[src/rtl/output_requant_buffer_pkg.sv]
// Shared types and constants for the output requantization buffer.
package output_requant_buffer_pkg;

   localparam int ACCUMULATION_WIDTH = 32;
   localparam int IO_DATA_WIDTH      = 16;
   localparam int FEATURE_MAP_WIDTH  = 1024;
   localparam int FEATURE_MAP_HEIGHT = 1024;
   localparam int OUTPUT_NB_CHANNELS = 64;
   localparam int DEFAULT_FIFO_DEPTH = 4;

   localparam int X_W  = $clog2(FEATURE_MAP_WIDTH);
   localparam int Y_W  = $clog2(FEATURE_MAP_HEIGHT);
   localparam int CH_W = $clog2(OUTPUT_NB_CHANNELS);

   localparam int SAT_MAX = 32767;
   localparam int SAT_MIN = -32768;

   typedef struct packed {
      logic [IO_DATA_WIDTH-1:0] data;
      logic [X_W-1:0]           x;
      logic [Y_W-1:0]           y;
      logic [CH_W-1:0]          ch;
      logic                     sat;
   } entry_t;

   localparam int ENTRY_W = $bits(entry_t);

endpackage

[src/rtl/output_requant_buffer_sync_fifo.sv]
// Small synchronous FIFO with register storage; the head is read straight from
// the storage flops so it is stable while the consumer stalls.
module sync_fifo #(
   parameter int WIDTH = 8,
   parameter int DEPTH = 4
) (
   input  logic             clk,
   input  logic             arst_n_in,
   input  logic             push,
   input  logic             pop,
   input  logic [WIDTH-1:0] wr_data,
   output logic             full,
   output logic             empty,
   output logic [WIDTH-1:0] head
);

   localparam int PTR_W = $clog2(DEPTH);
   localparam int CNT_W = PTR_W + 1;

   logic [WIDTH-1:0] mem_q [DEPTH];
   logic [WIDTH-1:0] mem_d [DEPTH];
   logic [PTR_W-1:0] wr_ptr_q, wr_ptr_d;
   logic [PTR_W-1:0] rd_ptr_q, rd_ptr_d;
   logic [CNT_W-1:0] count_q, count_d;

   always_comb begin
      mem_d    = mem_q;
      wr_ptr_d = wr_ptr_q;
      rd_ptr_d = rd_ptr_q;
      count_d  = count_q;
      if (push) begin
         mem_d[wr_ptr_q] = wr_data;
         wr_ptr_d        = wr_ptr_q + PTR_W'(1);
      end
      if (pop) begin
         rd_ptr_d = rd_ptr_q + PTR_W'(1);
      end
      case ({push, pop})
         2'b10:   count_d = count_q + CNT_W'(1);
         2'b01:   count_d = count_q - CNT_W'(1);
         default: count_d = count_q;
      endcase
   end

   for (genvar gi = 0; gi < DEPTH; gi++) begin : g_entry
      always_ff @(posedge clk or negedge arst_n_in) begin
         if (!arst_n_in) begin
            mem_q[gi] <= '0;
         end else begin
            mem_q[gi] <= mem_d[gi];
         end
      end
   end

   always_ff @(posedge clk or negedge arst_n_in) begin
      if (!arst_n_in) begin
         wr_ptr_q <= '0;
         rd_ptr_q <= '0;
         count_q  <= '0;
      end else begin
         wr_ptr_q <= wr_ptr_d;
         rd_ptr_q <= rd_ptr_d;
         count_q  <= count_d;
      end
   end

   assign full  = (count_q == CNT_W'(DEPTH));
   assign empty = (count_q == '0);
   assign head  = mem_q[rd_ptr_q];

endmodule

[src/rtl/output_requant_buffer.sv]
// Requantizes accumulator results to 16-bit saturated values and buffers them
// for a valid/ready consumer. Define REQUANT_ROUND_EN for round-half-up.
module output_requant_buffer
   import output_requant_buffer_pkg::*;
#(
   parameter int FIFO_DEPTH = DEFAULT_FIFO_DEPTH
) (
   input  logic                          clk,
   input  logic                          arst_n_in,
   input  logic                          in_valid,
   output logic                          in_ready,
   input  logic [ACCUMULATION_WIDTH-1:0] in_data,
   input  logic [X_W-1:0]                in_x,
   input  logic [Y_W-1:0]                in_y,
   input  logic [CH_W-1:0]               in_ch,
   input  logic [4:0]                    shift,
   input  logic                          clear,
   output logic                          out_valid,
   input  logic                          out_ready,
   output logic [IO_DATA_WIDTH-1:0]      out_data,
   output logic [X_W-1:0]                out_x,
   output logic [Y_W-1:0]                out_y,
   output logic [CH_W-1:0]               out_ch,
   output logic                          out_saturated,
   output logic                          overflow,
   output logic [15:0]                   sat_count
);

   localparam int EXT_W = ACCUMULATION_WIDTH + 1;
   localparam logic signed [EXT_W-1:0] SAT_MAX_EXT = EXT_W'(SAT_MAX);
   localparam logic signed [EXT_W-1:0] SAT_MIN_EXT = EXT_W'(SAT_MIN);

   logic              full, empty, push, pop, drop;
   entry_t            wr_entry, head;
   logic signed [EXT_W-1:0] acc_ext, t_val;
   logic              overflow_q, overflow_d;
   logic [15:0]       sat_count_q, sat_count_d;

   assign out_valid = !empty;
   assign pop       = out_valid && out_ready;
   // A full FIFO still accepts when the head leaves in the same cycle.
   assign in_ready  = !full || pop;
   assign push      = in_valid && in_ready;
   assign drop      = in_valid && !in_ready;

   always_comb begin
      acc_ext = {in_data[ACCUMULATION_WIDTH-1], in_data};
`ifdef REQUANT_ROUND_EN
      if (shift != 5'd0) begin
         t_val = (acc_ext + (EXT_W'(1) << (shift - 5'd1))) >>> shift;
      end else begin
         t_val = acc_ext;
      end
`else
      t_val = acc_ext >>> shift;
`endif
      wr_entry.x   = in_x;
      wr_entry.y   = in_y;
      wr_entry.ch  = in_ch;
      wr_entry.sat = 1'b0;
      wr_entry.data = t_val[IO_DATA_WIDTH-1:0];
      if (t_val > SAT_MAX_EXT) begin
         wr_entry.data = IO_DATA_WIDTH'(SAT_MAX);
         wr_entry.sat  = 1'b1;
      end else if (t_val < SAT_MIN_EXT) begin
         wr_entry.data = IO_DATA_WIDTH'(SAT_MIN);
         wr_entry.sat  = 1'b1;
      end
   end

   sync_fifo #(
      .WIDTH (ENTRY_W),
      .DEPTH (FIFO_DEPTH)
   ) u_fifo (
      .clk       (clk),
      .arst_n_in (arst_n_in),
      .push      (push),
      .pop       (pop),
      .wr_data   (wr_entry),
      .full      (full),
      .empty     (empty),
      .head      (head)
   );

   always_comb begin
      overflow_d  = overflow_q;
      sat_count_d = sat_count_q;
      if (clear) begin
         overflow_d  = 1'b0;
         sat_count_d = '0;
      end else begin
         if (drop) begin
            overflow_d = 1'b1;
         end
         if (push && wr_entry.sat && (sat_count_q != 16'hFFFF)) begin
            sat_count_d = sat_count_q + 16'd1;
         end
      end
   end

   always_ff @(posedge clk or negedge arst_n_in) begin
      if (!arst_n_in) begin
         overflow_q  <= 1'b0;
         sat_count_q <= '0;
      end else begin
         overflow_q  <= overflow_d;
         sat_count_q <= sat_count_d;
      end
   end

   assign overflow      = overflow_q;
   assign sat_count     = sat_count_q;
   assign out_data      = head.data;
   assign out_x         = head.x;
   assign out_y         = head.y;
   assign out_ch        = head.ch;
   assign out_saturated = head.sat;

endmodule

[config.mk]
export PLATFORM = sky130hd
export DESIGN_NAME = output_requant_buffer
export DESIGN_NICKNAME = d
export VERILOG_FILES = /design/src/rtl/output_requant_buffer_pkg.sv /design/src/rtl/output_requant_buffer_sync_fifo.sv /design/src/rtl/output_requant_buffer.sv
export SDC_FILE = /design/constraint.sdc
export NUM_CORES = 1
export LEC_CHECK = 0
export CAP_MARGIN = 20
export CORE_MARGIN = 3
export CORE_UTILIZATION = 42
export DETAILED_ROUTE_END_ITERATION = 10
export PLACE_DENSITY = 0.61
export SETUP_SLACK_MARGIN = 0.05
export SLEW_MARGIN = 10
export SYNTH_ARGS = -nofsm -noshare
export SYNTH_HDL_FRONTEND = slang
export SYNTH_SLANG_ARGS = --single-unit
[constraint.sdc]
create_clock -name clk -period 5.1 [get_ports clk]
set_input_delay 1.02 -clock clk [delete_from_list [all_inputs] [get_ports clk]]
set_output_delay 1.02 -clock clk [all_outputs]
set_load 0.02 [all_outputs]
# After elaboration in Yosys (flattened, before gate mapping)

Cells that the tools add are included.
W data, S select, Z words.

Bitwise logic cells: 2
$lt $le $gt $ge: 5
Add/sub/neg operators: 5
Muxes and demuxes: 15
Equal/unequal tests: 4
Reductions and logical operators: 14
Shifts and indexed selects: 1

Operator list:

| cell                    | count |
|---|---|
| $bwmux W172             | 1 |
| $mux W43                | 3 |
| $bmux W43 S2            | 1 |
| $demux W43 S2           | 1 |
| $mux W16                | 4 |
| $gt A33 B16 Y1 const B  | 1 |
| $lt A33 B16 Y1 const B  | 1 |
| $sshr A32 B5 Y33        | 1 |
| $add A16 B1 Y16 const B | 1 |
| $ne A16 B16 Y1 const B  | 1 |
| $ge A3 B3 Y1 const B    | 2 |
| $logic_and A1 B1 Y1     | 6 |
| $not A2 Y3              | 2 |
| $pmux W3 S2             | 1 |
| $reduce_bool A2 Y1      | 3 |
| $add A2 B1 Y2 const B   | 2 |
| $mux W1                 | 4 |
| $add A3 B1 Y3 const B   | 1 |
| $eq A3 B3 Y1 const B    | 1 |
| $logic_not A1 Y1        | 3 |
| $logic_not A3 Y1        | 1 |
| $lt A3 B1 Y1 const B    | 1 |
| $sub A3 B1 Y3 const B   | 1 |
| $eq A2 B1 Y1 const B    | 1 |
| other kinds (2)         | 2 |

Register bits: 196
Word-level logic and storage cells: 55
Output and inout bits: 62
Input bits: 68

# Longest topological paths before layout

Depth after elaboration: 9
Depth in mapped cells: 13
Mapped depth without buffers: 10

# By module

A second synthesis with hierarchy kept.

Cells, all modules: 845
Area, all modules: 11138.2 µm²

By module, submodules not included:

| module                | cells an instance | times used | area an instance (µm²) | seq. area each (µm²) |
|---|---|---|---|---|
| sync_fifo             | 450               | 1          | 7927.6                 | 4479.3 |
| output_requant_buffer | 395               | 1          | 3210.6                 | 425.4 |

# Worst setup path before layout

No wires, ideal clock.

Path type: in2reg
Start: input shift[1]
End: register sat_count_q[3] (netlist: sat_count[3])
Path buffers: 4
Library setup time: 0.125 ns
Setup slack: 1.428 ns
Data arrival time: 3.547 ns
Data required time: 4.975 ns
Stages: 12
Cell sequence: buf_4 > buf_6 > nor2_1 > mux2_2 > mux4_2 > nand4_1 > nor4_1 > or3b_1 > buf_4 > buf_4 > a21oi_1 > mux2_2

Word-level cells in the longest chain between the ends: 7
Elaborated cells between the ends (all ways): 8
Those cells by class: 2 x order compare; 1 x shift; 2 x mux; 3 x reduce/logical

RTL lines:

| element                                 | line                         | text |
|---|---|---|
| from (decl)                             | output_requant_buffer.sv:16  | `input logic [4:0] shift,` |
| $sshr A32 B5 Y33 (*)                    | output_requant_buffer.sv:55  | `t_val = acc_ext >>> shift;` |
| $lt A33 B16 Y1                          | output_requant_buffer.sv:65  | `end else if (t_val < SAT_MIN_EXT) begin` |
| $mux W1                                 | output_requant_buffer.sv:65  |  |
| $mux W1 (*)                             | output_requant_buffer.sv:62  | `if (t_val > SAT_MAX_EXT) begin` |
| $logic_and A1 B1 Y1 (*) (2 in a row)    | output_requant_buffer.sv:95  | `if (push && wr_entry.sat && (sat_count_q != 16'hFFFF)) begin` |
| $reduce_bool A2 Y1 (no source line) (*) | -                            |  |
| to (signal assigned)                    | output_requant_buffer.sv:107 | `sat_count_q <= sat_count_d;` |
| to (decl)                               | output_requant_buffer.sv:37  | `logic [15:0] sat_count_q, sat_count_d;` |

Mark *: on every way between the ends. The rest lies on a longest branch, timed or not.
A chain may end at the register's enable or synchronous reset.

# Final worst setup path

Start: input shift[1]
End: register u_fifo.mem_q[77] in the netlist's numbering

Word-level cells in the longest chain between the ends: 5
Elaborated cells between the ends (all ways): 6
Those cells by class: 2 x order compare; 1 x shift; 3 x mux

RTL lines:

| element                         | line                                  | text |
|---|---|---|
| $sshr A32 B5 Y33 (*)            | output_requant_buffer.sv:55           |  |
| $lt A33 B16 Y1                  | output_requant_buffer.sv:65           |  |
| $mux W16                        | output_requant_buffer.sv:65           |  |
| $mux W16 (*)                    | output_requant_buffer.sv:62           |  |
| $bwmux W172 (*)                 | output_requant_buffer_sync_fifo.sv:32 | `mem_d[wr_ptr_q] = wr_data;` |
| to (signal, indexed assignment) | output_requant_buffer_sync_fifo.sv:50 | `mem_q[gi] <= mem_d[gi];` |
| to (decl)                       | output_requant_buffer_sync_fifo.sv:20 | `logic [WIDTH-1:0] mem_q [DEPTH];` |

Marked as above.

==> metrics <==
GP Congestion=slightly below 0.9; register area share after synthesis=between 40% and 50%; r2r worst-path depth=6; Main synth FF type=dfrtp_1; Core Footprint=about 25000 um^2; Critical Path RT=approximately 5.4 ns; Clock Latency Late Sink=0.43 ns; final hold vios=0; RSZ-0062 raised after global routing=no; die footprint=27890 um^2; height of the chip=about 170 um; Fillers=2228; Syn Nets=approximately 900; Synth-to-Final Area Change=20.41%; Syn Std Cell Area=about 11000 um^2; hold wc startpoint=u_fifo.mem_q[129]$_DFFE_PN0P_; residual DRC count=0; Layout Nets=1026; clk sink count=a little under 200; 1st-pass router iterations=4; Pins Over Slew Limit=0; Final Setup Violations=0; Initial DRC Count=around 440; Post-DP Area=roughly 12000 um^2; fin crit share=approximately 82%; HPWL Detailed=between 15000 and 20000 um; CTS resizes=0; setup_tns=0 ns; reg2reg start=u_fifo.count_q[0]$_DFFE_PN0P_; Starting Density=approximately 43%; Fmax=between 200 and 250 MHz; Place WS=around 0.53 ns; Syn. warnings=0; root buf cell=clkbuf_16; fin cells=between 1000 and 1500; # port buffers=129; status=finished, final reports clean; largest net degree at the start of global routing=90; number of enable flip-flop cells after synthesis=0; I/O pin cnt=130; register-to-register setup slack=about 2.5 ns; ant diodes=0; FFs w/ async S/R, synth=between 90% and 100%; layout cell share with drive strength beyond 1=34.75%; TritonCTS clock tree=built; Worst slew margin=between 30% and 40%; library cells used by synthesis=58; antenna violations before repair=0; Hold Path Sink=u_fifo.mem_q[129]$_DFFE_PN0P_; Total GRT Usage=~18%; Reg clk slew, reported paths=around 0.080 ns; crit path DAT=between 4 and 5 ns; synth cell count leaders=196 x dfrtp_1, 194 x mux2_2, 73 x mux4_2; drt total wl=about 24000 um; Setup Skew=0.01282 ns; wire length per cell=about 19 um; grt ovf=0; cell count after synthesis=847; synthesized flop and latch total=slightly below 200; Slew @ Worst Pin=~0.96 ns; FP Rows=between 50 and 60; Die Wd=around 170 um; class of the worst hold path=reg2reg; drt via density=5.583; CTS Buf Count=17; setup ws final=about 0.94 ns; Crit Path Max Fanout=32; via count=~7200; CP Class=in2reg; post-synth top area share=between 40% and 50%; cell total after placement=1261; Worst VDD drop=roughly 0.00036 V; max cap viols=0; number of global-route vias before repair=7371; count leader, synth=dfrtp_1; largest area contributor in the netlist=dfrtp_1; Pleak=roughly 5.3 nW; number of H-tree levels=4; Area contributors post-synth=dfrtp_1 45%, mux2_2 20%, mux4_2 15%, mux2i_1 2.4%, nand2_1 2.4%; CP Launch Type=input port; number of setup buffers added after CTS=0; antenna-violating nets left=0; CTS Buffer Depth=2; hold path depth=2; first-pass GRT wire length=roughly 40000 um; CTS Hold Bufs=0; Worst R2R End=u_fifo.mem_q[164]$_DFFE_PN0P_; Period minus WS final=approximately 4.2 ns; fin area=13110 um^2; PD cells=573.2 nW/um^2; CP Capture Type=flip-flop; Avg Synthesized Cell Area=about 13 um^2
## through the flow
stage	utilization [%]	total power [W]	hold slack [ns]
floorplan	-	0.004963	0.4446
global placement	49.35	0.006208	0.4592
CTS	51.70	0.007638	0.4837
detailed placement	49.35	0.006276	0.4673
finish	51.76	0.007514	0.4759
global route	51.76	0.007969	0.4912
## routing by layer
metal | part of all wire (%) | track usage (%)
met1 | 48 | 25.02
met2 | 48 | 28.56
met3 | 3.6 | 3.537
met4 | 1.2 | 4.053
met5 | 0 | 0
## sequential cells by signal, summed over array words and instances, names as in the netlist
| register | cells |
|---|---|
| u_fifo.mem_q | 172 |
| sat_count | 16 |
| u_fifo.count_q | 3 |
| overflow | 1 |
| u_fifo.rd_ptr_q | 2 |
| u_fifo.wr_ptr_q | 2 |
## critical path, cell delays in order
cell and delay, ns:
buf_2 0.56, mux4_2 0.60, mux2i_2 0.28, nand2_1 0.10, a2111oi_0 0.35, and4b_1 0.26
a311o_2 0.53, o21ai_0 0.40, mux2_2 0.37
## kinds of logic after synthesis
family	Yosys count	synth area share, %
adder cells (fa/ha/maj)	7	0.8735
XOR/XNOR	6	0.4828
flip-flops	196	45.05
AO/OA/AOI/OAI	93	5.137
multiplexers	296	37.89
buffers and inverters	74	2.965
AND/OR/NAND/NOR	175	7.597
## worst max path at each step
stage | startpoint | end | slack, ns | depth (start not counted)
after global placement | shift[1] | u_fifo.mem_q[77]$_DFFE_PN0P_ | 0.53 | 9
after CTS | shift[1] | u_fifo.mem_q[77]$_DFFE_PN0P_ | 1.0 | 9
after global routing | shift[1] | u_fifo.mem_q[34]$_DFFE_PN0P_ | 0.75 | 9
after floorplan | shift[1] | sat_count[3]$_DFFE_PN0P_ | 1.43 | 12
final | shift[1] | u_fifo.mem_q[77]$_DFFE_PN0P_ | 0.94 | 9
after detailed placement | shift[1] | u_fifo.mem_q[77]$_DFFE_PN0P_ | 0.53 | 9
## cell type report
class | count | area (um^2) | area share, %
clock inverters | 14 | 156.4 | 1.193
clock buffers | 18 | 439.2 | 3.350
repair buffers | 150 | 1488 | 11.35
flip-flops and latches | 196 | 4910 | 37.45
multi-input cells | 577 | 5669 | 43.25
inverters | 9 | 33.78 | 0.2577
well taps | 330 | 412.9 | 3.150
## power by group
group / internal [W] / switching, W / total [W] / leakage, nW
Combinational: 0.00200 / 0.00140 / 0.00340 / 2.68
Sequential: 0.00229 / 0.000494 / 0.00278 / 2.36
Clock: 0.000673 / 0.000663 / 0.00134 / 0.290
## layout by cell type (no fill, tap or decap), types with 6 or more instances in the layout
| cell | count |
|---|---|
| nand3_1 | 13 |
| clkbuf_16 | 17 |
| mux4_2 | 73 |
| o21ai_0 | 30 |
| mux2i_1 | 26 |
| nor3_1 | 6 |
| inv_1 | 8 |
| nor2_1 | 35 |
| ha_1 | 6 |
| buf_4 | 17 |
| a21oi_1 | 34 |
| clkdlybuf4s50_1 | 126 |
| nor2b_1 | 19 |
| mux2_2 | 194 |
| nand2_1 | 65 |
| dfrtp_1 | 194 |
No activity file was read; power rests on OpenSTA's default activity.
